[config.mk]
export PLATFORM = sky130hd
export DESIGN_NAME = spi_sample_sequencer
export DESIGN_NICKNAME = d
export VERILOG_FILES = /design/src/rtl/spi_sample_sequencer_pkg.sv /design/src/rtl/spi_sample_sequencer_fifo.sv /design/src/rtl/spi_sample_sequencer.sv
export SDC_FILE = /design/constraint.sdc
export NUM_CORES = 1
export LEC_CHECK = 0
export ABC_AREA = 1
export CAP_MARGIN = 20
export CORE_ASPECT_RATIO = 0.9
export CORE_MARGIN = 4
export CORE_UTILIZATION = 25
export DETAILED_ROUTE_END_ITERATION = 10
export PLACE_DENSITY = 0.35
export SLEW_MARGIN = 10
export SYNTH_ARGS = -nofsm -noshare
export SYNTH_HDL_FRONTEND = slang
export SYNTH_SLANG_ARGS = --single-unit
[constraint.sdc]
create_clock -name sysclk -period 3.9 [get_ports sysclk]
set_input_delay 1.17 -clock sysclk [delete_from_list [all_inputs] [get_ports sysclk]]
set_output_delay 1.17 -clock sysclk [all_outputs]
set_load 0.02 [all_outputs]
[src/rtl/spi_sample_sequencer_pkg.sv]
// Shared types and defaults for the SPI microphone sample sequencer.
package spi_seq_pkg;

  localparam int unsigned SAMPLE_W       = 16;
  localparam int unsigned DEF_SAMPLE_DIV = 3125;
  localparam int unsigned DEF_FIFO_DEPTH = 16;
  localparam int unsigned DEF_TIMEOUT    = 2048;

  typedef enum logic [2:0] {
    IDLE,
    ARMED,
    START,
    BUSY,
    PUSH
  } seq_state_t;

endpackage

[src/rtl/spi_sample_sequencer_fifo.sv]
// First-word-fall-through sample FIFO; pointers carry one extra wrap bit.
module sample_fifo
  import spi_seq_pkg::*;
#(
  parameter  int unsigned DEPTH = DEF_FIFO_DEPTH,
  localparam int unsigned AW    = $clog2(DEPTH)
) (
  input  logic                sysclk,
  input  logic                reset_b,
  input  logic                wr_en,
  input  logic [SAMPLE_W-1:0] wr_data,
  output logic                full,
  input  logic                rd_en,
  output logic [SAMPLE_W-1:0] rd_data,
  output logic                empty,
  output logic [AW:0]         level
);

  logic [SAMPLE_W-1:0] mem [DEPTH];
  logic [AW:0]         wr_ptr;
  logic [AW:0]         rd_ptr;

  assign empty   = (wr_ptr == rd_ptr);
  assign full    = (wr_ptr[AW] != rd_ptr[AW]) && (wr_ptr[AW-1:0] == rd_ptr[AW-1:0]);
  assign level   = wr_ptr - rd_ptr;
  assign rd_data = mem[rd_ptr[AW-1:0]];

  // Storage and pointer update; a write into a full FIFO is ignored.
  always_ff @(posedge sysclk or negedge reset_b) begin
    if (!reset_b) begin
      wr_ptr <= '0;
      rd_ptr <= '0;
      mem    <= '{default: '0};
    end else begin
      if (wr_en && !full) begin
        mem[wr_ptr[AW-1:0]] <= wr_data;
        wr_ptr              <= wr_ptr + 1'b1;
      end
      if (rd_en && !empty) begin
        rd_ptr <= rd_ptr + 1'b1;
      end
    end
  end

endmodule

[src/rtl/spi_sample_sequencer.sv]
// Sample-rate sequencer for the SPI microphone reader with output FIFO.
module spi_sample_sequencer
  import spi_seq_pkg::*;
#(
  parameter int unsigned SAMPLE_DIV = DEF_SAMPLE_DIV,
  parameter int unsigned FIFO_DEPTH = DEF_FIFO_DEPTH,
  parameter int unsigned TIMEOUT    = DEF_TIMEOUT
) (
  input  logic                          sysclk,
  input  logic                          reset_b,
  input  logic                          enable,
  output logic                          sample,
  input  logic                          spi_cs_b,
  input  logic [SAMPLE_W-1:0]           spi_data,
  output logic [SAMPLE_W-1:0]           rd_data,
  output logic                          rd_valid,
  input  logic                          rd_ready,
  output logic [$clog2(FIFO_DEPTH):0]   fill_level,
  output logic                          overrun,
  output logic                          timeout_err,
  input  logic                          clr_status
);

  localparam int unsigned   TW        = $clog2(SAMPLE_DIV);
  localparam int unsigned   BW        = $clog2(TIMEOUT + 1);
  localparam logic [TW-1:0] TICK_LAST = TW'(SAMPLE_DIV - 1);
  localparam logic [BW-1:0] BUSY_LAST = BW'(TIMEOUT - 1);

  seq_state_t          state;
  logic [TW-1:0]       tick_cnt;
  logic                tick;
  logic [BW-1:0]       busy_cnt;
  logic                cs_q;
  logic [SAMPLE_W-1:0] hold;
  logic                fifo_full;
  logic                fifo_empty;

  assign tick     = enable && (tick_cnt == TICK_LAST);
  assign rd_valid = !fifo_empty;

  // Free-running sample-rate divider, parked at zero while disabled.
  always_ff @(posedge sysclk or negedge reset_b) begin
    if (!reset_b) begin
      tick_cnt <= '0;
    end else if (!enable) begin
      tick_cnt <= '0;
    end else if (tick_cnt == TICK_LAST) begin
      tick_cnt <= '0;
    end else begin
      tick_cnt <= tick_cnt + 1'b1;
    end
  end

  // Frame sequencing FSM with registered strobe and sticky status flags.
  // Status clears are applied first so a same-cycle set overrides them.
  always_ff @(posedge sysclk or negedge reset_b) begin
    if (!reset_b) begin
      state       <= IDLE;
      sample      <= 1'b0;
      busy_cnt    <= '0;
      cs_q        <= 1'b1;
      hold        <= '0;
      overrun     <= 1'b0;
      timeout_err <= 1'b0;
    end else begin
      sample <= 1'b0;
      if (clr_status) begin
        overrun     <= 1'b0;
        timeout_err <= 1'b0;
      end
      case (state)
        IDLE: begin
          if (enable) state <= ARMED;
        end
        ARMED: begin
          if (tick) begin
            state  <= START;
            sample <= 1'b1;
          end else if (!enable) begin
            state <= IDLE;
          end
        end
        START: begin
          busy_cnt <= '0;
          cs_q     <= 1'b1;
          state    <= BUSY;
        end
        BUSY: begin
          cs_q <= spi_cs_b;
          if (!cs_q && spi_cs_b) begin
            hold  <= spi_data;
            state <= PUSH;
          end else if (busy_cnt == BUSY_LAST) begin
            timeout_err <= 1'b1;
            state       <= ARMED;
          end else begin
            busy_cnt <= busy_cnt + 1'b1;
          end
        end
        PUSH: begin
          if (fifo_full) overrun <= 1'b1;
          state <= enable ? ARMED : IDLE;
        end
        default: state <= IDLE;
      endcase
    end
  end

  sample_fifo #(
    .DEPTH (FIFO_DEPTH)
  ) u_fifo (
    .sysclk  (sysclk),
    .reset_b (reset_b),
    .wr_en   (state == PUSH),
    .wr_data (hold),
    .full    (fifo_full),
    .rd_en   (rd_valid && rd_ready),
    .rd_data (rd_data),
    .empty   (fifo_empty),
    .level   (fill_level)
  );

endmodule

# Word level (Yosys, flattened, before mapping)
# Index checks and enable logic that the tools add are counted.
# op_classes
addsub,5
order_cmp,3
eq_ne,14
mux,28
n_bitwise,2
n_reduce_logical,15
# op_table
op,count
$bwmux 256,1
$bmux 16 s4,1
$demux 16 s4,1
$mux 12,4
$mux 16,3
$add 12x1->12 const B,2
$pmux 12 s2,1
$mux 3,5
$pmux 3 s5,1
$eq 12x11->1 const B,1
$eq 12x12->1 const B,1
$add 5x1->5 const B,2
$ge 5x5->1 const B,2
$mux 1,10
$not 4->5,2
$logic_and 1x1->1,7
$eq 3x2->1 const B,2
$ne 2x2->1 const B,3
$ne 3x3->1 const B,2
$reduce_and 3->1,2
$eq 5x5->1,1
$lt 5x1->1 const B,1
$sub 5x5->5,1
$eq 4x4->1,1
8 further kinds,10
# word_totals
reg_bits,313
input_bits,22
output_inout_bits,25
elab_cells,93

# Logic depth before layout (Yosys ltp)
# depth
depth_word,6
ltp_mapped,12
mapped_depth_nobuf,9

# By module
# A second synthesis with hierarchy kept.
# hier_totals
hier_cells,2404
area_unflattened_um2,17180.2
# by_module_without_submodules
mod,instances,cells_each,area_each_um2,seq_area_each_um2
sample_fifo,1,2106,14810.5,6656.4
spi_sample_sequencer,1,298,2369.8,1177.4

# Worst setup path after synthesis
# Ideal clock, no wire load.
# synth_timing
kind,register -> output
start,register u_fifo.rd_ptr[2]
end,output port fill_level[3]
t_arrival_ps,1803
required_time_ps,2730
slack_ps,927
path_stages_with_launch,8
path_buffers,2
path_cell_list,dfrtp_1 > buf_2 > clkinv_1 > buf_2 > ha_1 > a21oi_1 > nand2_1 > xor2_1
# synth_between
elab_chain_cells,1
# synth_rtl
item,line,text
from (decl),spi_sample_sequencer_fifo.sv:21,logic [AW:0] rd_ptr;
from (signal assigned),spi_sample_sequencer_fifo.sv:40,rd_ptr <= rd_ptr + 1'b1;
$sub 5x5->5,spi_sample_sequencer_fifo.sv:25,assign level = wr_ptr - rd_ptr;
to (decl),spi_sample_sequencer.sv:18,"output logic [$clog2(FIFO_DEPTH):0] fill_level,"
# Every way passes these cells.

# Final worst setup path
# layout_timing
start,register u_fifo.rd_ptr[0]
end,output port rd_data[15]
# layout_between
elab_chain_cells,4
# layout_rtl
item,line,text
$not 4->5 (implied by the code),spi_sample_sequencer_fifo.sv:26,assign rd_data = mem[rd_ptr[AW-1:0]];
$bmux 16 s4,spi_sample_sequencer_fifo.sv:26,
$mux 16 (implied by the code) (2 in a row),spi_sample_sequencer_fifo.sv:26,
to (decl),spi_sample_sequencer.sv:15,"output logic [SAMPLE_W-1:0] rd_data,"
# Every way passes these cells. The select of a mux whose other input is x is not followed.

==> summary.md <==
| Metric | Value |
|---|---|
| H-Tree Depth | `2` |
| Vias per cell | `about 4.6` |
| Top cell type's share of synthesized area | `between 50% and 60%` |
| WL final | `48.5 mm` |
| Warnings, synthesis | `0` |
| Slowest CP cell | `dfrtp_4` |
| Placed wire-length estimate | `a little under 30 mm` |
| Asr flop ratio synth | `100%` |
| M1 GR Usage | `~23%` |
| CP Data Required Time | `about 2.7 ns` |
| Post-detailed-route count of antenna-violating nets | `0` |
| Fill cells | `~6,400` |
| #FFs+latches synth | `313` |
| Worst path max stage delay | `roughly 0.54 ns` |
| Clk_skew | `between 0.02 and 0.025 ns` |
| Root buffer cell | `clkbuf_16` |
| Post-route minimum period | `3.75 ns` |
| Starting DRT DRC Count | `approximately 840` |
| # rows | `84` |
| GPL Wtd Cong | `roughly 0.73` |
| Skew-Pair Late Insertion Delay | `approximately 0.55 ns` |
| Max Root-Sink Buffers | `3` |
| Setup Crit Path Kind | `reg -> out` |
| Leading area contributor after synthesis | `dfrtp_1` |
| Slew Viols, Final | `0` |
| Post-synth EDFFs | `0` |
| First-pass GRT wire length | `~76 mm` |
| P per Cell Area | `about 700 nW/um2` |
| Area taken by flip-flops and latches | `7840 um2` |
| Syn_nets | `1,878` |
| Post-Syn Area | `approximately 15,000 um2` |
| Final non-filler cell total | `between 2,000 and 3,000` |
| Die area | `63,400 um2` |
| Hold Fails Final Rpt | `0` |
| Area Growth Syn to Fin | `17.2%` |
| Top cells by area, synth | `dfrtp_1 (53%), o21ai_0 (13%), nand2_1 (11%)` |
| Period utilization | `approximately 96%` |
| Vias in the first global route | `roughly 12,000` |
| Reg2reg path depth | `8` |
| Max Clock Freq | `approximately 270 MHz` |
| Highest-count cells in the layout ignoring fill and taps | `nand2_1 (449), o21ai_0 (383), nor2_1 (313), dfrtp_1 (310), nand3_1 (83)` |
| R2R setup slack | `about 1.2 ns` |
| Initial antenna violation count | `0` |
| Initial core utilization | `approximately 25%` |
| Reg2Reg Capture Point | `u_fifo.mem[12]` |
| Synth Flop Type | `dfrtp_1` |
| Max_cap viols | `0` |
| Setup TNS | `0 ns` |
| Layout cells sized above 1 | `6.71%` |
| Drt first pass iters | `5` |
| Core box area | `roughly 59,000 um2` |
| Slew Limit Headroom | `a little under half` |
| Total track usage | `around 15%` |
| Synthesized area per cell | `roughly 8.1 um2` |
| Die height | `~240 um` |
| Worst hold stages | `2` |
| CTS tree | `done` |
| Cells after DPL | `between 2,000 and 3,000` |
| Cells after Synth | `between 1,500 and 2,000` |
| Clk sinks | `approximately 310` |
| Die W | `265 um` |
| Count of different cell masters after synthesis | `35` |
| Critical path peak fanout | `28` |
| Final design utilization | `between 20% and 30%` |
| Register area share after synthesis | `52.8%` |
| Setup violators final | `0` |
| Worst Tran Pin Value | `~0.8 ns` |
| Grt met2 use | `a little under a quarter` |
| Num CTS Buffers | `40` |
| PortBufs | `46` |
| Cell leakage power | `7.91 nW` |
| CP Capture Type | `primary output` |
| Pwr Total | `~12 mW` |
| Reg2reg start | `u_fifo.rd_ptr[0]` |
| Most common cell after layout, fill and taps aside | `nand2_1` |
| DRC violations left | `0` |
| Hold Buf Count CTS | `0` |
| Num ports | `47` |
| Hold crit path type | `reg -> reg` |
| RSZ-0062 raised after global routing | `true` |
| Crit path from | `u_fifo.rd_ptr[0]` |
| Largest net degree at the start of global routing | `77` |
| Cell chain of the critical path | `buf_12, bufbuf_16, nor2_1, nor2_1, o21ai_0, nand2_1, nand2_1, nand2_1, inv_1, nand2_1, dlygate4sd2_1` |
| Layout Nets | `1,883` |
| Startpoint Class | `flip-flop` |
| VDD IR max | `0.382 mV` |
| Grt met3 use | `under 10%` |
| Clk pin slew, worst setup/hold paths | `0.06 ns` |
| Status | `finished clean` |
| Worst Setup EP | `rd_data[15]` |
| Via Count | `around 12,000` |
| GRT overflow | `0` |
| Crit path DAT | `2.58 ns` |
| Routed len/inst | `~18 um` |
| Multi-input logic area | `between 6000 and 7000 um2` |
| CP most frequent cell | `nand2_1` |
| Busiest grt layer | `met2` |
==> sequential cells by signal, indices dropped and copies added (netlist names) <==
| signal | count |
|---|---|
| busy_cnt | 12 |
| u_fifo.mem | 256 |
| sample | 1 |
| cs_q | 1 |
| state | 3 |
| overrun | 1 |
| tick_cnt | 12 |
| u_fifo.wr_ptr | 5 |
| u_fifo.rd_ptr | 5 |
| hold | 16 |
| timeout_err | 1 |
==> per-stage QoR <==
| stage | hold WS, ns | cell area [um2] | setup WS [ns] |
|---|---|---|---|
| floorplan | 0.448 | 14800 | 0.927 |
| global route | 0.497 | 17400 | -0.0140 |
| CTS | 0.480 | 17400 | 0.0215 |
| detailed placement | 0.465 | 16000 | 0.382 |
| finish | 0.477 | 17400 | 0.151 |
| global placement | 0.460 | 16000 | 0.354 |
==> cell type report <==
| cell class | instances | share of cell area [%] |
|---|---|---|
| multi-input cells | 1326 | 34.5 |
| diodes | 1 | 0.0144 |
| repair buffers | 82 | 5.36 |
| inverters | 85 | 1.87 |
| well taps | 774 | 5.57 |
| clock inverters | 7 | 0.568 |
| flip-flops and latches | 313 | 45.0 |
| clock buffers | 64 | 7.09 |
==> synthesized netlist by cell type, drive strengths merged, types with 2 or more instances <==
cell type and instances:
o21ai 416, nand2 450, a21oi 6, nand4 6, buf 87, clkbuf 32, nand3 93, xor2 14
nor2 317, dfrtp 312, nor3 4, clkinv 3, inv 82, o22ai 2, ha 12, nor4 2
==> power by group <==
group / switching (mW) / total [mW] / internal (mW)
clock: 1.48 / 3.77 / 2.29
combinational: 3.32 / 4.78 / 1.46
sequential: 0.148 / 3.62 / 3.48
total: 4.95 / 12.2 / 7.23
==> how the worst min path moves through the flow <==
stage                          startpoint              end  slack (ns)
after global routing      u_fifo.mem[141]  u_fifo.mem[141]        0.50
after floorplan             u_fifo.mem[0]    u_fifo.mem[0]        0.45
after CTS                  u_fifo.mem[64]   u_fifo.mem[64]        0.48
after detailed placement   u_fifo.mem[64]   u_fifo.mem[64]        0.47
final                     u_fifo.mem[194]  u_fifo.mem[194]        0.48
after global placement    u_fifo.mem[169]  u_fifo.mem[169]        0.46
==> repair_timing <==
action,4_1_cts,5_1_grt
pin swaps,0,0
setup buffers,3,0
resized for setup,22,5
endpoints found under the setup margin,17,4
cloned,2,0
==> critical path, delay by kind of cell, from the launching register on <==
kind	cells	cell delay, ns
flops	1	0.54
compound gates	1	0.07
buf+inv	4	0.96
simple gates	6	0.44
==> layer usage <==
layer	part of all wire [%]	wire length, um	vias up
met1	52	25300	5836
met5	0	0	-
met2	42	20500	213
met3	3.9	1910	54
met4	1.7	841	0
li1	-	-	5971
==> logic make-up after synthesis <==
group / count (synthesis) / synth area share [%]
AOI/OAI and AO/OA: 424 / 14.4
xor gates and xnor gates: 15 / 0.885
adders and majority gates: 13 / 1.15
buffers and inverters: 204 / 6.83
DFF: 313 / 52.8
and+or+nand+nor: 874 / 24.0
Note: power is estimated with default switching activity, not from simulation.
